## src/rtl/mod461_pkg.sv

```systemverilog
// -----------------------------------------------------------------------------
// mod461_pkg
//   Shared constants and types for the mod-461 residue datapath.
//   MOD461_M       modulus
//   MOD461_INV400  multiplicative inverse of 400 modulo 461 (400*68 = 59*461 + 1)
//   MOD461_W       residue width (2^W > M)
//   mod461_state_t FSM encoding for the sequential scaler
// -----------------------------------------------------------------------------
package mod461_pkg;

  localparam int MOD461_M      = 461;
  localparam int MOD461_INV400 = 68;
  localparam int MOD461_W      = 9;

  typedef enum logic [1:0] {
    IDLE = 2'd0,
    RUN  = 2'd1,
    DONE = 2'd2
  } mod461_state_t;

endpackage

```

## src/rtl/mod461_horner_step.sv

```systemverilog
// -----------------------------------------------------------------------------
// mod461_horner_step
//   One combinational Horner step of a modular constant multiply:
//     acc_next = (2*acc + (b ? C : 0)) mod M
//   Requires acc < M and C < M, so every half-step needs at most one
//   conditional subtract and W+1 bits of headroom.
// Ports
//   acc       in   W  current accumulator, in [0, M-1]
//   b         in   1  current operand bit (MSB first)
//   acc_next  out  W  updated accumulator, in [0, M-1]
// -----------------------------------------------------------------------------
module mod461_horner_step
  import mod461_pkg::*;
#(
  parameter int W = MOD461_W,
  parameter int M = MOD461_M,
  parameter int C = MOD461_INV400
) (
  input  logic [W-1:0] acc,
  input  logic         b,
  output logic [W-1:0] acc_next
);

  localparam logic [W:0] M_X = (W+1)'(M);
  localparam logic [W:0] C_X = (W+1)'(C);

  logic [W:0] dbl;
  logic [W:0] dbl_red;
  logic [W:0] sum;

  always_comb begin
    dbl      = {acc, 1'b0};
    dbl_red  = (dbl >= M_X) ? (dbl - M_X) : dbl;
    sum      = dbl_red + (b ? C_X : '0);
    acc_next = W'((sum >= M_X) ? (sum - M_X) : sum);
  end

endmodule

```

## src/rtl/x_inv400_mod461_seq.sv

```systemverilog
// -----------------------------------------------------------------------------
// x_inv400_mod461_seq
//   Sequential inverse scaler: out_res = (in_res * 400^-1) mod 461, i.e.
//   (in_res * 68) mod 461, evaluated bit-serially (Horner, MSB first).
//   Any W-bit operand is handled, including values in [M, 2^W-1].
// Ports
//   clk        in   1  clock, rising edge
//   rst        in   1  asynchronous active-high reset
//   in_valid   in   1  operand valid
//   in_ready   out  1  operand can be accepted (IDLE only)
//   in_res     in   W  operand residue
//   out_valid  out  1  result valid, held until out_ready
//   out_ready  in   1  downstream accepts result
//   out_res    out  W  (in_res*C) mod M
//   busy       out  1  RUN or DONE
//   range_err  out  1  present only with MOD461_RANGE_CHK_EN; operand was >= M,
//                      qualified by out_valid
// Optional feature macro: MOD461_RANGE_CHK_EN
// -----------------------------------------------------------------------------
module x_inv400_mod461_seq
  import mod461_pkg::*;
#(
  parameter int W = MOD461_W,
  parameter int M = MOD461_M,
  parameter int C = MOD461_INV400
) (
  input  logic         clk,
  input  logic         rst,
  input  logic         in_valid,
  output logic         in_ready,
  input  logic [W-1:0] in_res,
  output logic         out_valid,
  input  logic         out_ready,
  output logic [W-1:0] out_res,
  output logic         busy
`ifdef MOD461_RANGE_CHK_EN
  ,
  output logic         range_err
`endif
);

  localparam int CW = (W > 1) ? $clog2(W) : 1;

  mod461_state_t  state_reg;
  logic [W-1:0]   acc_reg;
  logic [W-1:0]   shift_reg;
  logic [CW-1:0]  cnt_reg;
  // Set once the final Horner step has been taken; the following RUN cycle
  // moves acc into the output register so out_res comes straight from a flop.
  logic           last_reg;
  logic [W-1:0]   acc_next;
`ifdef MOD461_RANGE_CHK_EN
  logic           range_flag_reg;
`endif

  mod461_horner_step #(
    .W (W),
    .M (M),
    .C (C)
  ) u_step (
    .acc      (acc_reg),
    .b        (shift_reg[W-1]),
    .acc_next (acc_next)
  );

  assign busy = (state_reg != IDLE);

  always_ff @(posedge clk or posedge rst) begin
    if (rst) begin
      state_reg      <= IDLE;
      acc_reg        <= '0;
      shift_reg      <= '0;
      cnt_reg        <= '0;
      last_reg       <= 1'b0;
      out_res        <= '0;
      out_valid      <= 1'b0;
      in_ready       <= 1'b0;
`ifdef MOD461_RANGE_CHK_EN
      range_flag_reg <= 1'b0;
      range_err      <= 1'b0;
`endif
    end else begin
      case (state_reg)
        IDLE: begin
          // Registered ready: rises one edge after reset release.
          in_ready <= 1'b1;
          if (in_valid && in_ready) begin
            shift_reg      <= in_res;
            acc_reg        <= '0;
            cnt_reg        <= CW'(W - 1);
            last_reg       <= 1'b0;
            in_ready       <= 1'b0;
            state_reg      <= RUN;
`ifdef MOD461_RANGE_CHK_EN
            range_flag_reg <= (in_res >= W'(M));
`endif
          end
        end
        RUN: begin
          if (last_reg) begin
            out_res   <= acc_reg;
            out_valid <= 1'b1;
            state_reg <= DONE;
`ifdef MOD461_RANGE_CHK_EN
            range_err <= range_flag_reg;
`endif
          end else begin
            acc_reg   <= acc_next;
            shift_reg <= shift_reg << 1;
            cnt_reg   <= cnt_reg - 1'b1;
            last_reg  <= (cnt_reg == '0);
          end
        end
        DONE: begin
          // out_res is left holding the last result after the handshake.
          if (out_valid && out_ready) begin
            out_valid <= 1'b0;
            in_ready  <= 1'b1;
            state_reg <= IDLE;
`ifdef MOD461_RANGE_CHK_EN
            range_err <= 1'b0;
`endif
          end
        end
        default: begin
          state_reg <= IDLE;
          out_valid <= 1'b0;
          in_ready  <= 1'b0;
        end
      endcase
    end
  end

endmodule
```

## config.mk

```make
export PLATFORM = sky130hd
export DESIGN_NAME = x_inv400_mod461_seq
export DESIGN_NICKNAME = d
export VERILOG_FILES = /design/src/rtl/mod461_pkg.sv /design/src/rtl/mod461_horner_step.sv /design/src/rtl/x_inv400_mod461_seq.sv
export SDC_FILE = /design/constraint.sdc
export NUM_CORES = 1
export LEC_CHECK = 0
export ABC_AREA = 1
export CORE_MARGIN = 2
export CORE_UTILIZATION = 61
export CTS_CLUSTER_SIZE = 20
export DETAILED_ROUTE_END_ITERATION = 7
export GPL_TIMING_DRIVEN = 0
export MAX_ROUTING_LAYER = met4
export PLACE_DENSITY = 0.83
export SKIP_LAST_GASP = 1
export SLEW_MARGIN = 20
export SYNTH_ARGS = -nofsm -noshare
export SYNTH_HDL_FRONTEND = slang
export SYNTH_SLANG_ARGS = --single-unit
```

## constraint.sdc

```tcl
create_clock -name clk -period 6.3 [get_ports clk]
set_clock_uncertainty 0.1 [all_clocks]
set_input_delay 1.26 -clock clk [delete_from_list [all_inputs] [get_ports clk]]
set_output_delay 1.26 -clock clk [all_outputs]
set_load 0.05 [all_outputs]
```

==> metrics.md <==
| Metric | Value |
|---|---|
| WL final | 4890 um |
| FF+latch count, synth | 36 |
| WS Path Type | in2reg |
| Crit path top cell by count | inv_1 |
| Drt via density | 5.348 |
| P&R area growth vs syn | 17.22% |
| Synth cell types | 34 |
| Max_cap viols | 0 |
| DRT Pass-1 Iters | 5 |
| Pin count of the biggest net entering global routing | 37 |
| Worst R2R Setup Slack | 3170 ps |
| Tot GR Track Use | 26.54% |
| FILL cells | 273 |
| Clk_lat worst skew | 290 ps |
| Most frequent cells in the layout | nand2_1, inv_1, dfrtp_1 |
| Synth warn | 0 |
| Average wire per standard cell | 12.80 um |
| # diodes | 0 |
| F_max | 305.5 MHz |
| Overall die height | 66.31 um |
| Slew Limit Fails | 0 |
| Final setup fails | 0 |
| Slowest stage delay, CP | 460 ps |
| Crit-path slowest cell | nor3_1 |
| M3 GR Usage | 5.451% |
| Buffers on Ports | 24 |
| Status | finished, final reports clean |
| Req. time, crit path | 6400 ps |
| Die width | 66.31 um |
| Die area | 0.004397 mm2 |
| Final hold viol count | 0 |
| Vias | 2043 |
| Gr ovfl total | 0 |
| Area of the multi-input gates | 0.001231 mm2 |
| Post-Syn Instances | 302 |
| Post-DRT Antenna Nets | 0 |
| Clk root buf | clkbuf_8 |
| Clock Sinks | 36 |
| Initial core utilization | 64.21% |
| Crit path launch type | input port |
| Period Utilization, post-route | 51.96% |
| Share of layout cells above drive strength 1 | 12.87% |
| # resized after CTS | 0 |
| EDFF count, synth | 0 |
| Core box area | 0.003689 mm2 |
| Num ports | 25 |
| Commonest non-fill, non-tap cell in the layout | nand2_1 |
| CTS Buffer Depth | 2 |
| CP endpoint kind | flop |
| Post-layout nets | 353 |
| TritonCTS clock tree | done |
| Setup Total Neg Slack | 0 ps |
| Antenna violations before repair | 0 |
| Met2 usage | 43.50% |
| Type of the worst min-delay path | reg2reg |
| CTS buffer count | 5 |
| Slew headroom | 52.45% |
| FF+latch area | 900.9 um2 |
| RSZ-0062 raised after global routing | false |
| 1st-iter DRT viols | 143 |
| Min cycle time layout | 3273 ps |
| First-pass GRT wire length | 8631 um |
| Main synth FF type | dfrtp_1 |
| Worst slew pin tran | 712.1 ps |
| Critical-path maximum fanout | 10 |
| DRC errors left | 0 |
| Worst-path clk slew | 70 ps |
| Share of synthesized flip-flops with an asynchronous set or reset | 100.0% |
| Top delay family on crit path | buffers and inverters |
| Post-CTS Setup Inserts | 0 |
| M1 GR Usage | 33.01% |
| Hold Buf Count CTS | 0 |
| Worst EP arrival | 3380 ps |
| GRT busiest layer | met2 |
| Mapped Nets | 322 |
| Worst path bufs/invs | 4 |
| Seq/Total Area, Yosys | 38.03% |
| Vias in the first global route | 1992 |
| FP Rows | 22 |
| Crit path cell chain | clkdlybuf4s50_1 > inv_1 > nor3_1 > nor2_1 > inv_1 > clkbuf_1 > o211ai_1 > o21ai_0 |
| GP Congestion | 0.8345 |
| Synth Cell Area | 0.002369 mm2 |
| H-tree level count | 2 |
| Syn Area/Cell | 7.843 um2 |
| HPWL after DPL | 3732 um |
==> routing by layer <==
metal	vias up	wire length, um
met5	-	0
met4	0	55
met3	10	247
met2	41	2388
met1	968	2198
li1	1024	-
==> final cells by class <==
class | count | share of cell area (%)
Multi-Input combinational cell | 210 | 44.34
Sequential cell | 36 | 32.45
Timing Repair Buffer | 24 | 8.653
Inverter | 48 | 6.580
Clock buffer | 6 | 2.614
Tap cell | 48 | 2.163
Buffer | 8 | 1.938
Clock inverter | 2 | 1.262
==> worst register-to-register path: stages (launching register included) <==
cell and delay [ps]:
dfrtp_1 480, nor2_4 190, nand2_4 80, nand2_4 100
nand2_4 70, buf_12 160, nand2_1 50, o21ai_0 90
ha_1 240, ha_1 230, xnor2_1 510, nand4_2 200
nand3_4 180, nand2_4 110, nand2_1 80, nand2_1 50
nand2_1 50, nand2_1 50
==> Yosys cell counts (4+ instances only) <==
cell type / n / area, um2
nand2_1: 76 / 285.3
inv_1: 45 / 168.9
dfrtp_1: 36 / 900.9
nand3_1: 23 / 115.1
o21ai_0: 22 / 110.1
nand2_2: 8 / 50.05
nand2_4: 8 / 90.09
nor2_1: 8 / 30.03
o21ai_1: 8 / 40.04
xor2_1: 8 / 70.07
ha_1: 7 / 87.58
clkbuf_1: 6 / 22.52
o211ai_1: 6 / 45.04
nor2_4: 5 / 56.30
nor3_1: 5 / 25.02
a21oi_1: 4 / 20.02
nand4_1: 4 / 25.02
==> path summary, 6_finish.rpt <==
check	startpoint	end	cells past startpoint
min reg2reg	out_res[4]$_DFFE_PP0P_	out_res[4]$_DFFE_PP0P_	2
min	out_res[4]$_DFFE_PP0P_	out_res[4]$_DFFE_PP0P_	2
max in group asynchronous	rst	acc_reg[5]$_DFFE_PP0P_	2
max reg2reg	acc_reg[3]$_DFFE_PP0P_	acc_reg[8]$_DFFE_PP0P_	17
min in group asynchronous	rst	out_res[0]$_DFFE_PP0P_	2
max	in_valid	shift_reg[1]$_DFFE_PP0P_	8
==> through the flow <==
step / setup WS, ps / cell area [um2] / hold WS, ps / std cells / utilization [%]
after floorplan: 3587 / 2369 / 351.5 / 302 / -
after global placement: 2747 / 2669 / 363.4 / 374 / 72.35
after detailed placement: 2733 / 2669 / 370.5 / 374 / 72.35
after CTS: 3023 / 2776 / 388.1 / 382 / 75.27
after global routing: 2815 / 2776 / 412.0 / 382 / 75.27
final: 3027 / 2776 / 387.1 / 382 / 75.27
==> cells by family after synthesis <==
logic type | count (synthesis) | share of synthesized area [%]
and+or+nand+nor | 146 | 32.59
buffers and inverters | 56 | 9.984
AOI/OAI and AO/OA | 45 | 10.94
DFF | 36 | 38.03
xor gates and xnor gates | 12 | 4.755
adders and majority gates | 7 | 3.698
Power is not shown: default switching activity piles up to over one toggle a cycle in this logic, so the estimate is an artifact.
